$ cat config.mk
export PLATFORM = sky130hd
export DESIGN_NAME = mem_access_ctrl
export DESIGN_NICKNAME = d
export VERILOG_FILES = /design/src/rtl/mem_access_ctrl.sv
export SDC_FILE = /design/constraint.sdc
export NUM_CORES = 1
export LEC_CHECK = 0
export ABC_AREA = 1
export CORE_MARGIN = 3
export CORE_UTILIZATION = 40
export DETAILED_ROUTE_END_ITERATION = 10
export HOLD_SLACK_MARGIN = 0.05
export PLACE_DENSITY = 0.8
export SYNTH_ARGS = -nofsm -noshare
export SYNTH_HDL_FRONTEND = slang
export SYNTH_SLANG_ARGS = --single-unit
export TNS_END_PERCENT = 20
$ cat constraint.sdc
create_clock -name clk -period 2.17 [get_ports clk]
set_clock_uncertainty 0.15 [all_clocks]
set_input_delay 0.434 -clock clk [delete_from_list [all_inputs] [get_ports clk]]
set_output_delay 0.434 -clock clk [all_outputs]
set_load 0.03 [all_outputs]
$ cat src/rtl/mem_access_ctrl.sv
// ============================================================================
// mem_access_ctrl : MEM-stage data-memory initiator (req/ack bus, stall, mdr)
// Revision 1.0 - initial release
// ============================================================================
`default_nettype none

module mem_access_ctrl #(
   parameter int ADDR_W  = 32,
   parameter int DATA_W  = 32,
   parameter int TIMEOUT = 16
) (
   input  logic              clk,
   input  logic              rst,
   input  logic              mem_valid_i,
   input  logic              mem_read_i,
   input  logic              mem_write_i,
   input  logic [ADDR_W-1:0] addr_i,
   input  logic [DATA_W-1:0] wdata_i,
   output logic              bus_req_o,
   output logic              bus_we_o,
   output logic [ADDR_W-1:0] bus_addr_o,
   output logic [DATA_W-1:0] bus_wdata_o,
   input  logic              bus_ack_i,
   input  logic [DATA_W-1:0] bus_rdata_i,
   output logic [DATA_W-1:0] mdr_o,
   output logic              stall_o,
   output logic              mem_wb_en_o,
   output logic              err_o,
   output logic [1:0]        err_code_o
);

   localparam int CNT_W = (TIMEOUT > 2) ? $clog2(TIMEOUT) : 1;
   localparam logic [CNT_W-1:0] C_CNT_LAST = CNT_W'(TIMEOUT - 1);

   localparam logic [1:0] C_ERR_MISALIGN = 2'b01;
   localparam logic [1:0] C_ERR_RW       = 2'b10;
   localparam logic [1:0] C_ERR_TIMEOUT  = 2'b11;

   typedef enum logic [1:0] {
      ST_IDLE = 2'd0,
      ST_BUSY = 2'd1,
      ST_DONE = 2'd2
   } state_t;

   state_t            state_q, state_d;
   logic [CNT_W-1:0]  cnt_q, cnt_d;
   logic              we_q, we_d;
   logic [ADDR_W-1:0] addr_q, addr_d;
   logic [DATA_W-1:0] wdata_q, wdata_d;
   logic [DATA_W-1:0] mdr_q, mdr_d;
   logic              err_q, err_d;
   logic [1:0]        err_code_q, err_code_d;
   logic              stall;
   logic              access;

   assign access = mem_valid_i & (mem_read_i | mem_write_i);

   always_comb begin
      state_d    = state_q;
      cnt_d      = cnt_q;
      we_d       = we_q;
      addr_d     = addr_q;
      wdata_d    = wdata_q;
      mdr_d      = mdr_q;
      err_d      = 1'b0;
      err_code_d = err_code_q;
      stall      = 1'b0;

      case (state_q)
         ST_IDLE: begin
            if (access) begin
               // Read&write is checked first so it wins over misalignment.
               if (mem_read_i && mem_write_i) begin
                  err_d      = 1'b1;
                  err_code_d = C_ERR_RW;
               end else if (addr_i[1:0] != 2'b00) begin
                  err_d      = 1'b1;
                  err_code_d = C_ERR_MISALIGN;
               end else begin
                  stall   = 1'b1;
                  addr_d  = addr_i;
                  wdata_d = wdata_i;
                  we_d    = mem_write_i;
                  cnt_d   = '0;
                  state_d = ST_BUSY;
               end
            end
         end

         ST_BUSY: begin
            stall = 1'b1;
            if (bus_ack_i) begin
               if (!we_q) mdr_d = bus_rdata_i;
               state_d = ST_DONE;
            end else if (cnt_q == C_CNT_LAST) begin
               if (!we_q) mdr_d = '0;
               err_d      = 1'b1;
               err_code_d = C_ERR_TIMEOUT;
               state_d    = ST_DONE;
            end else begin
               cnt_d = cnt_q + CNT_W'(1);
            end
         end

         ST_DONE: begin
            // EX_MEM still shows the completed op here, so inputs are ignored.
            state_d = ST_IDLE;
         end

         default: begin
            state_d = ST_IDLE;
         end
      endcase
   end

   always_ff @(posedge clk) begin
      if (!rst) begin
         state_q    <= ST_IDLE;
         cnt_q      <= '0;
         we_q       <= 1'b0;
         addr_q     <= '0;
         wdata_q    <= '0;
         mdr_q      <= '0;
         err_q      <= 1'b0;
         err_code_q <= 2'b00;
      end else begin
         state_q    <= state_d;
         cnt_q      <= cnt_d;
         we_q       <= we_d;
         addr_q     <= addr_d;
         wdata_q    <= wdata_d;
         mdr_q      <= mdr_d;
         err_q      <= err_d;
         err_code_q <= err_code_d;
      end
   end

   assign bus_req_o   = (state_q == ST_BUSY);
   assign bus_we_o    = we_q;
   assign bus_addr_o  = addr_q;
   assign bus_wdata_o = wdata_q;
   assign mdr_o       = mdr_q;
   assign stall_o     = stall;
   assign mem_wb_en_o = ~stall;
   assign err_o       = err_q;
   assign err_code_o  = err_code_q;

endmodule

`default_nettype wire

Yosys cells after proc, flatten, opt, wreduce, memory -nomap -nowiden
Cells that the tools add are included.

Register bits after elaboration: 106. Input bits: 102. Output and inout port bits: 103. Word-level logic and storage cells: 67.

$add $sub $neg: 1. Equal/unequal tests: 10. Multiplexer cells: 32. Bitwise operators: 6. Reductions and logical operators: 10.

Operators with widths (count): 32-bit 2-to-1 mux (4); 2-bit 2-to-1 mux (10); 4-bit 2-to-1 mux (5); 2-bit inequality test, second input constant (5); 1-bit 2-to-1 mux (8); 2-bit case mux with 2 select lines (2); 4-bit case mux with 2 select lines (1); 4-bit AND reduction (2); 6-bit AND reduction (1); 2-bit nonzero test (3); 5-bit AND reduction (1); 4-bit by 1-bit adder with 4-bit output, second input constant (1); 4-bit == test, second input constant (1); 1-bit NOT (4); 1-bit case mux with 2 select lines (2); 3-bit by 1-bit inequality test with 1-bit output, second input constant (1); 3-bit inequality test, second input constant (1); 3-bit AND reduction (1); 2-bit by 1-bit == test with 1-bit output, second input constant (1); 2-bit logical NOT (1); 2-bit by 1-bit inequality test with 1-bit output, second input constant (1); 1-bit AND (1); 1-bit logical AND (1); 1-bit bitwise OR (1).

Logic depth before layout (Yosys ltp)
Gate-level depths: netlist (run 1).

Word-level depth: 6. Depth in mapped cells: 10. Depth with buffers taken out: 8.

Worst setup path after synthesis (run 1)
OpenSTA, ideal clock, no wires.

Path type: input -> output. Start: input mem_write_i. End: output stall_o. Data arrival time: 1.716 ns. Data required time: 1.586 ns. Slack: -0.130 ns. Cell stages on the path: 7. Buffers on the path: 1. Cells stage by stage: o21ai_0 > inv_1 > nand2_1 > inv_1 > buf_2 > nor2_1 > inv_1.

Longest elaborated chain between the ends: 4.

RTL lines: start, declared (RTL line 16) `input logic mem_write_i,`; 1-bit bitwise OR / 1-bit logical AND (equally long branches) (RTL line 56, 73); 1-bit AND / 1-bit 2-to-1 mux (equally long branches) (RTL line 56, 73); 1-bit 2-to-1 mux * (RTL line 71) `if (access) begin`; 1-bit case mux with 2 select lines * (RTL line 69) `case (state_q)`; end, declared (RTL line 26) `output logic stall_o,`.

Mark *: on every way between the ends. The rest lies on a longest branch, timed or not.

Worst setup path in the final report (run 1)
Start: input addr_i[1]. End: output stall_o.

Longest elaborated chain between the ends: 5.

RTL lines: start, declared (RTL line 17) `input logic [ADDR_W-1:0] addr_i,`; 2-bit nonzero test (RTL line 76) `end else if (addr_i[1:0] != 2'b00) begin`; 1-bit 2-to-1 mux (RTL line 76); 1-bit 2-to-1 mux (RTL line 73) `if (mem_read_i && mem_write_i) begin`; 1-bit 2-to-1 mux (RTL line 71); 1-bit case mux with 2 select lines (RTL line 69).

Every way passes these cells.

==> impl_metrics.ini, run 1 <==
[status]
status = finished, final reports clean

[route]
viasPerCell = 4.670
wl_um = 12060
detail-route-antenna-nets = 0
vias = 4189
drt_pass1_iterations = 4
drtIter0Drc = 211
drcViolationCount = 0
wl_per_cell_um = 13.45

[synth]
yosys.area_share.simple_pct = 30.20
yosysWarnings = 0
synth_area_leaders = dfxtp_1 52%, nor2_1 18%, o21ai_0 7.8%, nand2_1 7.0%, nand3_1 2.7%
synthAdderAreaFrac_pct = 0.3057
synth_edf_count = 0
ys_ff_latch = 106
synth_cell_types = 23
synth.most_common_cell = nor2_1
yosysTopAreaCell = dfxtp_1
avgSynthCellArea_um2 = 7.269
netlist_area_um2 = 4093
yosys.area.top_type_share_pct = 51.85
synth.top_cells.by_count = 195 x nor2_1, 106 x dfxtp_1, 76 x nand2_1
yosys_most_used_dff = dfxtp_1
synth_mux_area_share_pct = 0
synth-compound-area-share_pct = 11.07
seq_area_frac_synth_pct = 51.85
synth_cells = 563
synth_async_sr_flop_share_pct = 0
synth.net_count = 666
synth_top_family_by_area = simple AND/OR/NAND/NOR gates
synth_xor_area_share_pct = 0.2140

[layout]
synthToLayoutAreaGrowth_pct = 59.37
finalNetCount = 862
drive_above_1_share_pct = 6.806
diodes = 0

[timing]
period_share_pct = 96.90
setup_viol = 0
worst_slack_ns = 0.06728
relSlewSlack_pct = 75.81
max_freq_mhz = 475.6
hold_violations = 0
timing.hold.ws_ns = 0.2876
maxSlewViolCount = 0
rsz0062_at_grt = false
worstMarginPinSlew_ns = 0.3616
timing.setup.tns_ns = 0
min_period_ns = 2.103

[setup_path]
cp.buffers_inverters = 4
path_delay_family = buffers and inverters
crit_fanout = 3
cp_cell_sequence = clkdlybuf4s50_1 -> nor2_2 -> nand2_1 -> nor2_1 -> nand2_2 -> inv_2 -> nor2_2 -> inv_1 -> buf_4
critPathLaunch = addr_i[1]
endpoint = stall_o
r2r-start = cnt_q[0]
critPathLaunchType = input port
r2r_cells = 7
worstPathArrival_ns = 1.52
cpPeakStageDelay_ns = 0.42
regToRegSetupSlack_ns = 0.45
critPathMostFrequentCell = nor2_2
r2r-end = mdr_o[9]
cpMaxStageDelayCell = clkdlybuf4s50_1
cp.depth = 9
worstSetupPathType = input port to primary output
crit_path_end_kind = primary output
crit_required_ns = 1.59

[floorplan]
core_um2 = 9864
die-width_um = 107.2
pin_count = 205
fp-row-count = 36
die_area_um2 = 11480
die_h_um = 107.2
initial_utilization_pct = 41.49

[hold_path]
hp-class = flip-flop to flip-flop
whs_path_depth = 2

[pwr]
powerDensity_nw_per_um2 = 625.5
p_leak_nw = 2.629
irDropWorstVdd_uv = 372.6

[cts]
cts_tree = yes
h-tree-depth = 3
clockBufferDepth = 2
numCtsBuffers = 9
cts-root-buf = clkbuf_8
insertion_delay_ns = 0.35
cts_sinks = 106
clk_pin_slew_ns = 0.09

[global_route]
antenna_found_initial = 0
grt_usage_pct = 20.89
grt_max_degree = 45
grt_pass1_vias = 4075
grt_pass1_wl_um = 19430
gr-total-overflow = 0

[placed_design]
io_buffers = 204
post-place-ws_ns = 0.02826
gp_congestion = 0.7673
hpwl_um = 9025

[job]
drv_cap = 0
==> worst register-to-register path: stages (launching register included) <==
cell,delay [ns]
dfxtp_1,0.38
ha_1,0.22
nand3_2,0.15
o21ai_4,0.19
nand2_4,0.13
inv_2,0.28
nor2_1,0.07
nor2_1,0.11
==> cells in the final DEF (no fill, tap or decap) <==
| cell type | instances |
|---|---|
| clkdlybuf4s50_1 | 197 |
| nor2_1 | 193 |
| dfxtp_1 | 106 |
| nand2_1 | 75 |
| o21ai_0 | 63 |
| inv_1 | 22 |
| nand3_1 | 22 |
| a21oi_1 | 20 |
| buf_4 | 14 |
| clkbuf_8 | 9 |
| nand2_2 | 8 |
| nand3b_1 | 5 |
| buf_12 | 4 |
| inv_2 | 3 |
| nor2_2 | 2 |
| bufinv_16 | 2 |
| dlymetal6s2s_1 | 2 |
| dlygate4sd2_1 | 2 |
| o21ai_1 | 1 |
| nand3_2 | 1 |
| o21ai_4 | 1 |
| a21oi_2 | 1 |
| nand2_4 | 1 |
| or2_2 | 1 |
| a211oi_1 | 1 |
| xor2_1 | 1 |
| ha_1 | 1 |
| clkbuf_1 | 1 |
| clkinvlp_4 | 1 |
| inv_6 | 1 |
| clkinv_4 | 1 |
| clkinv_2 | 1 |
| buf_2 | 1 |
==> logic make-up (layout without fill, tap and decap cells) <==
logic type / Yosys count / in the layout
AND/OR/NAND/NOR: 308 / 308
adder cells (fa/ha/maj): 1 / 1
XOR/XNOR: 1 / 1
flip-flops: 106 / 106
AO/OA/AOI/OAI: 87 / 87
buffers and inverters: 60 / 261
==> flip-flops by register name, indices dropped and copies added, names as in the netlist <==
name	count
bus_addr_o	32
bus_wdata_o	32
bus_we_o	1
cnt_q	4
err_code_o	2
err_o	1
mdr_o	32
state_q	2
==> report_power, final <==
group          leakage (nW)  internal, W  switching [W]  total (W)
logic                  1.66     0.000356       0.000353   0.000709
registers             0.861      0.00201      0.0000363    0.00205
clock network         0.107     0.000655       0.000666    0.00132
total                  2.63      0.00302        0.00106    0.00408
==> through the flow <==
stage               total power [W]  utilization [%]  instance area, um2  cells
floorplan                  0.002427                -                4095    563
global placement           0.002788            63.79                6292    880
detailed placement         0.002804            63.79                6292    880
CTS                        0.004118            65.97                6507    896
global route               0.004250            66.12                6523    897
finish                     0.004080            66.12                6523    897
==> layout make-up <==
cell class / instances / area, um2
Fill cell: 812 / 3342
Timing Repair Buffer: 220 / 2205
Sequential cell: 106 / 2122
Multi-Input combinational cell: 397 / 1718
Tap cell: 133 / 166.4
Clock buffer: 10 / 127.6
Inverter: 25 / 93.84
Clock inverter: 6 / 90.09
==> worst min-delay path by stage <==
stage	start	end	slack (ns)
finish	bus_addr_o[1]	bus_addr_o[1]	0.29
CTS	bus_addr_o[1]	bus_addr_o[1]	0.29
global placement	bus_addr_o[1]	bus_addr_o[1]	0.27
detailed placement	bus_addr_o[1]	bus_addr_o[1]	0.28
floorplan	cnt_q[2]	cnt_q[2]	0.36
global route	bus_addr_o[1]	bus_addr_o[1]	0.31
==> layer usage <==
layer	routed length, um	up-vias	global-route usage [%]	share of wire [%]
met5	0	-	0	0
met4	310	0	8.584	2.6
met3	628	22	3.793	5.2
met2	6253	123	37.22	52
met1	4871	1890	24.56	40
li1	-	2154	-	-
==> what timing repair did <==
| action | in CTS | in global routing |
|---|---|---|
| pin swaps | 0 | 1 |
| setup endpoints to repair | 2 | 2 |
| resized for setup | 2 | 4 |
| setup buffers | 0 | 1 |
| hold buffers | 0 | 0 |
Note: power is estimated with default switching activity, not from simulation.
==> inputs of run 2 (changes only) <==
--- a/config.mk
+++ b/config.mk
@@ -10,7 +10,7 @@
 export CORE_UTILIZATION = 40
 export DETAILED_ROUTE_END_ITERATION = 10
 export HOLD_SLACK_MARGIN = 0.05
-export PLACE_DENSITY = 0.8
+export PLACE_DENSITY = 0.78
 export SYNTH_ARGS = -nofsm -noshare
 export SYNTH_HDL_FRONTEND = slang
 export SYNTH_SLANG_ARGS = --single-unit
==> run 2 against run 1 <==
Effect of this change: sequential power about the same; die area unchanged; non-clock buffer count increased by 1; flip-flop and latch count unchanged; worst hold slack got worse by 0.040 ns; power decreased by 2.2%; first-iteration DRC count decreased by 6.6%; maximum frequency increased by 0.86%; core utilization decreased by 0.064 points; cell area about the same; global-route usage decreased by 0.065 points; critical path type unchanged; largest cell class unchanged.
==> impl_metrics.ini, run 2 (synthesis gave the netlist of run 1 again) <==
[layout]
final_cell_mix = 196 x clkdlybuf4s50_1, 192 x nor2_1, 106 x dfxtp_1, 75 x nand2_1, 63 x o21ai_0
drive_above_1_share_pct = 7.059
final_util_pct = 66.06
synthToLayoutAreaGrowth_pct = 59.22
final_common_cell = clkdlybuf4s50_1
fillers = 828
diodes = 0
final_cells = 898
finalNetCount = 863

[global_route]
gr-total-overflow = 0
grt_pass1_vias = 4100
grt_max_degree = 51
antenna_found_initial = 0
grt_usage_pct = 20.82
grt_pass1_wl_um = 19400

[floorplan]
die_area_um2 = 11480
fp-row-count = 36
pin_count = 205
core_um2 = 9864
die-width_um = 107.2
die_h_um = 107.2
initial_utilization_pct = 41.49

[setup_path]
regToRegSetupSlack_ns = 0.41
critPathLaunchType = input port
crit_required_ns = 1.59
worstPathArrival_ns = 1.50
crit_fanout = 2
crit_path_end_kind = primary output
worstSetupPathType = input port to primary output

[cts]
insertion_delay_ns = 0.35
cts-root-buf = clkbuf_8
hold_buffers = 0
h-tree-depth = 3
cts_sinks = 106
cts_tree = yes
clk_pin_slew_ns = 0.11
clockBufferDepth = 2
numCtsBuffers = 9

[route]
drtIter0Drc = 197
wl_per_cell_um = 13.43
viasPerCell = 4.714
detail-route-antenna-nets = 0
wl_um = 12060
drt_pass1_iterations = 5
drcViolationCount = 0
vias = 4233

[timing]
setup_viol = 0
rsz0062_at_grt = false
hold_violations = 0
maxSlewViolCount = 0
min_period_ns = 2.085
relSlewSlack_pct = 75.58
period_share_pct = 96.07
worstMarginPinSlew_ns = 0.3651
timing.hold.ws_ns = 0.2472
max_freq_mhz = 479.7

[pwr]
irDropWorstVdd_uv = 340.1
powerDensity_nw_per_um2 = 612.2
p_leak_nw = 2.624

[placed_design]
gp_congestion = 0.7826
hpwl_um = 8950
place_inst = 881
io_buffers = 204

[status]
status = finished, final reports clean

[job]
drv_cap = 0

[hold_path]
hp-class = input port to flip-flop
[run 2: cell count changes in the layout (fill, tap and decap cells not counted)]
cell / before / now
nor2_1: 193 / 192
dlygate4sd2_1: 2 / 4
dlymetal6s2s_1: 2 / 1
buf_6: 0 / 1
clkinv_2: 1 / 0
clkinv_4: 1 / 2
bufinv_16: 2 / 1
clkdlybuf4s50_1: 197 / 196
inv_8: 0 / 1
nor2_2: 2 / 3
[run 2: worst paths after layout]
check | endpoint | start | cells after the start
min | bus_addr_o[2] | rst | 3
max reg2reg | mdr_o[11] | cnt_q[0] | 7
min reg2reg | bus_addr_o[1] | bus_addr_o[1] | 2
max | stall_o | addr_i[0] | 9
[run 2: stage by stage]
stage	setup slack (ns)	TNS (ns)	cell area [um2]	total power, W
after floorplan	0.07232	0	4095	0.002427
after global placement	0.03273	0	6300	0.002789
after detailed placement	-0.08078	-0.2001	6300	0.002805
after CTS	0.01411	0	6497	0.004029
after global routing	0.03036	0	6516	0.004178
final	0.08519	0	6516	0.003989
[run 2: per-layer routing]
layer	up-vias	part of all wire (%)	GRT usage (%)	wire length (um)
li1	2151	-	-	-
met1	1919	39	23.83	4702
met2	137	51	36.64	6148
met3	26	7.4	5.178	887
met4	0	2.7	8.950	321
met5	-	0	0	0
[run 2: final cells by class]
cell class | instances | area [um2] | area share [%]
Sequential cell | 106 | 2122 | 32.57
Multi-Input combinational cell | 397 | 1720 | 26.40
Clock buffer | 10 | 127.6 | 1.959
Tap cell | 133 | 166.4 | 2.554
Clock inverter | 6 | 75.07 | 1.152
Timing Repair Buffer | 221 | 2211 | 33.93
Inverter | 25 | 93.84 | 1.440
[run 2: worst max-delay path, cell delays in order]
cell             delay [ns]
clkdlybuf4s50_1        0.41
nor2_2                 0.12
nand2_1                0.08
nor2_2                 0.11
nand2_2                0.06
inv_2                  0.06
nor2_2                 0.04
inv_1                  0.06
buf_6                  0.12
[run 2: power by group]
group | switching [W] | internal [W] | total [W] | leakage, nW
Clock | 0.000679 | 0.000551 | 0.00123 | 0.0990
Sequential | 0.0000356 | 0.00201 | 0.00205 | 0.861
Combinational | 0.000355 | 0.000355 | 0.000711 | 1.66
[run 2: what timing repair did]
action | in CTS | in global routing
gates resized for setup | 5 | 4
hold endpoints to repair | 0 | 0
endpoints found under the setup margin | 4 | 2
pin swaps | 1 | 3
buffers inserted | 0 | 1
